### src/rtl/cred_enroll_ctrl.sv
// Credential enrollment controller: collects a 4-nibble ID and a password entered
// twice, then writes all eight nibbles into the ID and password RAMs of one user slot.
module cred_enroll_ctrl (
  input  logic       clk,
  input  logic       rst,
  input  logic       enroll_start,
  input  logic [1:0] slot_sel,
  input  logic       entry_push,
  input  logic       cancel_push,
  input  logic [3:0] nibble_in,
  output logic       id_we,
  output logic [3:0] id_waddr,
  output logic [3:0] id_wdata,
  output logic       pwd_we,
  output logic [4:0] pwd_waddr,
  output logic [3:0] pwd_wdata,
  output logic       busy,
  output logic       done,
  output logic       fail,
  output logic [1:0] phase,
  output logic [1:0] digit_cnt,
  output logic [3:0] disp_nibble
);

  typedef enum logic [2:0] {
    S_IDLE,
    S_ENTER_ID,
    S_ENTER_PWD,
    S_CONFIRM,
    S_WRITE,
    S_DONE,
    S_FAIL
  } state_e;

  state_e          state_q;
  logic [1:0]      slot_q;
  logic [1:0]      cnt_q;
  logic [2:0]      wcnt_q;
  logic            mism_q;
  logic [3:0][3:0] id_buf_q;
  logic [3:0][3:0] pwd_buf_q;

  logic            id_we_q;
  logic [3:0]      id_waddr_q;
  logic [3:0]      id_wdata_q;
  logic            pwd_we_q;
  logic [4:0]      pwd_waddr_q;
  logic [3:0]      pwd_wdata_q;
  logic            busy_q;
  logic            done_q;
  logic            fail_q;
  logic [1:0]      phase_q;
  logic [3:0]      disp_q;

  logic            neq;
  logic            emit;

  // emit: a RAM write for index wcnt_q is registered this edge; the first write
  // is issued on the same edge as the matching 4th confirm push
  always_comb begin
    neq  = (nibble_in != pwd_buf_q[cnt_q]);
    emit = 1'b0;
    if (state_q == S_WRITE && wcnt_q != 3'd0) begin
      emit = 1'b1;
    end
    if (state_q == S_CONFIRM && entry_push && !cancel_push &&
        cnt_q == 2'd3 && !(mism_q || neq)) begin
      emit = 1'b1;
    end
  end

  always_ff @(posedge clk or negedge rst) begin
    if (!rst) begin
      state_q     <= S_IDLE;
      slot_q      <= '0;
      cnt_q       <= '0;
      wcnt_q      <= '0;
      mism_q      <= 1'b0;
      id_buf_q    <= '0;
      pwd_buf_q   <= '0;
      id_we_q     <= 1'b0;
      id_waddr_q  <= '0;
      id_wdata_q  <= '0;
      pwd_we_q    <= 1'b0;
      pwd_waddr_q <= '0;
      pwd_wdata_q <= '0;
      busy_q      <= 1'b0;
      done_q      <= 1'b0;
      fail_q      <= 1'b0;
      phase_q     <= '0;
      disp_q      <= '0;
    end else begin
      done_q   <= 1'b0;
      fail_q   <= 1'b0;
      id_we_q  <= 1'b0;
      pwd_we_q <= 1'b0;
      case (state_q)
        S_IDLE: begin
          if (enroll_start) begin
            slot_q  <= slot_sel;
            cnt_q   <= '0;
            mism_q  <= 1'b0;
            busy_q  <= 1'b1;
            phase_q <= 2'd1;
            state_q <= S_ENTER_ID;
          end
        end
        S_ENTER_ID: begin
          if (cancel_push) begin
            state_q <= S_IDLE;
            busy_q  <= 1'b0;
            phase_q <= '0;
            cnt_q   <= '0;
          end else if (entry_push) begin
            id_buf_q[cnt_q] <= nibble_in;
            disp_q          <= nibble_in;
            cnt_q           <= cnt_q + 2'd1;
            if (cnt_q == 2'd3) begin
              state_q <= S_ENTER_PWD;
              phase_q <= 2'd2;
            end
          end
        end
        S_ENTER_PWD: begin
          if (cancel_push) begin
            state_q <= S_IDLE;
            busy_q  <= 1'b0;
            phase_q <= '0;
            cnt_q   <= '0;
          end else if (entry_push) begin
            pwd_buf_q[cnt_q] <= nibble_in;
            disp_q           <= nibble_in;
            cnt_q            <= cnt_q + 2'd1;
            if (cnt_q == 2'd3) begin
              state_q <= S_CONFIRM;
              phase_q <= 2'd3;
            end
          end
        end
        S_CONFIRM: begin
          if (cancel_push) begin
            state_q <= S_IDLE;
            busy_q  <= 1'b0;
            phase_q <= '0;
            cnt_q   <= '0;
          end else if (entry_push) begin
            disp_q <= nibble_in;
            cnt_q  <= cnt_q + 2'd1;
            mism_q <= mism_q | neq;
            if (cnt_q == 2'd3) begin
              phase_q <= '0;
              if (mism_q || neq) begin
                state_q <= S_FAIL;
                fail_q  <= 1'b1;
              end else begin
                state_q <= S_WRITE;
                wcnt_q  <= 3'd1;
              end
            end
          end
        end
        S_WRITE: begin
          if (wcnt_q == 3'd0) begin
            state_q <= S_DONE;
            done_q  <= 1'b1;
          end else begin
            wcnt_q <= wcnt_q + 3'd1;
          end
        end
        S_DONE, S_FAIL: begin
          state_q <= S_IDLE;
          busy_q  <= 1'b0;
        end
        default: begin
          state_q <= S_IDLE;
          busy_q  <= 1'b0;
          phase_q <= '0;
        end
      endcase
      if (emit) begin
        id_we_q     <= ~wcnt_q[2];
        pwd_we_q    <= wcnt_q[2];
        id_waddr_q  <= {slot_q, wcnt_q[1:0]};
        id_wdata_q  <= id_buf_q[wcnt_q[1:0]];
        pwd_waddr_q <= {1'b0, slot_q, wcnt_q[1:0]};
        pwd_wdata_q <= pwd_buf_q[wcnt_q[1:0]];
      end
    end
  end

  assign id_we       = id_we_q;
  assign id_waddr    = id_waddr_q;
  assign id_wdata    = id_wdata_q;
  assign pwd_we      = pwd_we_q;
  assign pwd_waddr   = pwd_waddr_q;
  assign pwd_wdata   = pwd_wdata_q;
  assign busy        = busy_q;
  assign done        = done_q;
  assign fail        = fail_q;
  assign phase       = phase_q;
  assign digit_cnt   = cnt_q;
  assign disp_nibble = disp_q;

endmodule

### config.mk
export PLATFORM = sky130hd
export DESIGN_NAME = cred_enroll_ctrl
export DESIGN_NICKNAME = d
export VERILOG_FILES = /design/src/rtl/cred_enroll_ctrl.sv
export SDC_FILE = /design/constraint.sdc
export NUM_CORES = 1
export LEC_CHECK = 0
export ABC_AREA = 1
export BUFFER_PORTS_ARGS = -buffer_cell sky130_fd_sc_hd__buf_2
export CAP_MARGIN = 20
export CORE_AREA = 2 2 118 120
export CTS_CLUSTER_DIAMETER = 100
export CTS_CLUSTER_SIZE = 8
export DETAILED_ROUTE_END_ITERATION = 8
export DIE_AREA = 0 0 120 122
export PLACE_DENSITY = 0.41
export SYNTH_ARGS = -nofsm -noshare
export SYNTH_HDL_FRONTEND = slang
export SYNTH_SLANG_ARGS = --single-unit
export TNS_END_PERCENT = 1
### constraint.sdc
create_clock -name clk -period 2.2 [get_ports clk]
set_input_delay 0.44 -clock clk [delete_from_list [all_inputs] [get_ports clk]]
set_output_delay 0.44 -clock clk [all_outputs]
set_load 0.02 [all_outputs]
==> impl_results.md <==
* Outcome: finished, final reports clean
* Worst-path fanout max at 15
* Clock tree root driver cell: clkbuf_16
* HPWL Detailed at 6220 um
* Pwr Density at 1420 nW/um^2
* Async SR Flop Fraction at 100%
* Core area at 13500 um^2
* Final Slew Violations at 0
* Final setup vio count at 0
* Cell family with most CP delay: flip-flops
* Synth area leaders: dfrtp_1 (51%), nand2_1 (13%), o21ai_0 (8.6%), nand3_1 (6.7%), nor2_1 (3.3%)
* Fin crit period at 1.89 ns
* Overall routed net length at 8860 um
* Post-synth top cells: nand2_1 (109), dfrtp_1 (66), o21ai_0 (56)
* Post-Route Utilization at 29.5%
* EDFF count, synth at 0
* Number of synthesized register bits at 66
* Hold Slack at 0.110 ns
* RSZ-0062 raised after global routing: false
* Critical path's slowest cell: dfrtp_1
* RR Startpoint: digit_cnt[0]
* CTS clock-pin slew for the worst setup and hold paths at 0.06 ns
* Max Cap Violations at 0
* CP cell instances: ha_1 > inv_1 > nor3_2 > nand4_2 > buf_4 > nand3_1 > nand2_1
* I/O Pins at 41
* Worst Tran Pin Value at 0.515 ns
* Global-route wire length before repair at 14500 um
* Reg2reg path depth at 7
* Congestion Overflow GR at 0
* Via count at 2723
* Slew headroom at 65.5%
* Final setup margin at 0.314 ns
* GPL Wtd Cong at 0.819
* Vias/cell at 4.39
* Max Freq at 530 MHz
* Max clock buf depth at 2
* Critical path required time at 2.42 ns
* Post-Syn Instances at 389
* Yosys top cell area share at 50.6%
* Setup bufs post-CTS at 0
* Avg WL per Cell at 14.3 um
* Crit. End Element: flip-flop
* Diode count at 0
* Pre-CTS WS at 0.328 ns
* Crit-path max cell delay at 0.62 ns
* Initial antenna violation count at 0
* DRT Pass-1 Iters at 4
* # resized after CTS at 0
* Htree depth at 3
* Post-DRT Antenna Nets at 0
* I/O Buffers at 39
* LEAKAGE at 1.94 nW
* CP startpoint kind: flip-flop
* DRT iter0 DRCs at 286
* Via count of the first global-routing pass at 2704
* Syn Area/Cell at 8.39 um^2
* Die height at 122 um
* Synth area leader: dfrtp_1
* Maximum vdd drop at 0.000430 V
* CTS tree: built
* Layout cells sized above 1 at 19.5%
* Die W at 120 um
* Buffers and inverters on the worst path at 2
* R2R setup slack at 0.31 ns
* CTS hold repair buffers at 0
* Total power at 0.00565 W
* Most used DFF post-synth: dfrtp_1
* CTS Buf Count at 9
* Yosys warns at 0
* Most common cell in the netlist: nand2_1
* Sequential area share after synthesis at 50.6%
* Setup CP Type: flip-flop to flip-flop
* Largest net degree at the start of global routing at 67
* CP Data Arrival Time at 2.11 ns
* Cell Rows at 43
* Worst R2R End: id_waddr[2]
* Layout Area Growth over Synthesis at 22.1%
* Clk sink count at 66
* Drt drc at 0
* Nets at 452
* Skew-Pair Late Insertion Delay at 0.33 ns
* Die area at 14600 um^2
* Cell Area, Synth at 3260 um^2
* Clk_skew at 0.00446 ns
* Hold WC Path Type: input port to async pin
* Initial core utilization at 24.2%
* Gr usage total at 12.9%
* Syn_nets at 406
* Final worst-path cycle share at 85.7%
* Hold Violations, Final at 0
* Setup_tns at 0 ns
* Synth cell types at 32
-- cells in the final DEF (no fill, tap or decap), types with 5 or more instances in the layout --
cell type | synthesis | routed
nand2_2 | 5 | 5
buf_2 | 1 | 39
o22ai_1 | 8 | 8
buf_4 | 5 | 10
clkbuf_16 | 0 | 9
nor2_1 | 29 | 29
nand3_1 | 44 | 44
inv_1 | 25 | 25
ha_1 | 6 | 6
o21ai_0 | 56 | 56
nand2_1 | 109 | 109
dfrtp_1 | 66 | 66
-- cells by family after synthesis --
group	count (synthesis)	synth area share [%]
buffers and inverters	42	6.67
multiplexers	2	0.690
other	1	0.115
flip-flops	66	50.6
AND/OR/NAND/NOR	199	27.4
adder cells (fa/ha/maj)	6	2.30
AO/OA/AOI/OAI	72	12.0
XOR/XNOR	1	0.268
-- layer usage --
metal | part of all wire [%] | global-route usage, % | wire length, um | vias up
met5 | 0 | 0 | 0 | -
met3 | 3.8 | 2.95 | 340 | 9
met1 | 49 | 17.2 | 4340 | 1304
met4 | 1.1 | 4.26 | 100 | 0
li1 | - | - | - | 1364
met2 | 46 | 20.7 | 4090 | 46
-- sequential cells by signal, summed over array words and instances (netlist names), 2 cells and up --
register,count
id_wdata,4
phase,2
pwd_wdata,4
slot_q,2
state_q,3
pwd_buf_q,16
digit_cnt,2
wcnt_q,3
disp_nibble,4
id_buf_q,16
id_waddr,4
-- cell type report --
class / count / area (um^2)
Timing Repair Buffer: 51 / 310
Tap cell: 180 / 225
Clock inverter: 6 / 65.1
Sequential cell: 66 / 1650
Multi-Input combinational cell: 281 / 1400
Clock buffer: 10 / 239
Fill cell: 1459 / 9520
Inverter: 26 / 100
-- through the flow --
stage	cells	area [um^2]
CTS	620	3990
detailed placement	604	3680
global route	620	3990
floorplan	389	3260
global placement	604	3680
finish	620	3990
-- worst register-to-register path: cells and delay by family (launching register included) --
| family | cells | cell delay, ns |
|---|---|---|
| simple gates | 4 | 0.54 |
| flops | 1 | 0.62 |
| buf+inv | 2 | 0.33 |
| fa+ha+maj | 1 | 0.29 |
-- worst max-delay path by stage --
| stage | from | to | slack [ns] | cells after the start |
|---|---|---|---|---|
| after floorplan | digit_cnt[0] | id_waddr[0] | 0.43 | 12 |
| after global placement | digit_cnt[0] | id_wdata[1] | 0.33 | 7 |
| after detailed placement | digit_cnt[0] | id_waddr[2] | 0.33 | 7 |
| after CTS | digit_cnt[0] | id_wdata[3] | 0.32 | 7 |
| after global routing | digit_cnt[0] | pwd_wdata[2] | 0.13 | 7 |
| final | digit_cnt[0] | id_waddr[2] | 0.31 | 7 |
-- report_power, final --
group	leakage [nW]	switching, W	internal (W)	total [W]
Clock	0.149	0.000545	0.000909	0.00145
Combinational	0.934	0.00139	0.000753	0.00214
Sequential	0.857	0.000373	0.00168	0.00205
Total	1.94	0.00230	0.00334	0.00565
No activity file was read; power rests on OpenSTA's default activity.
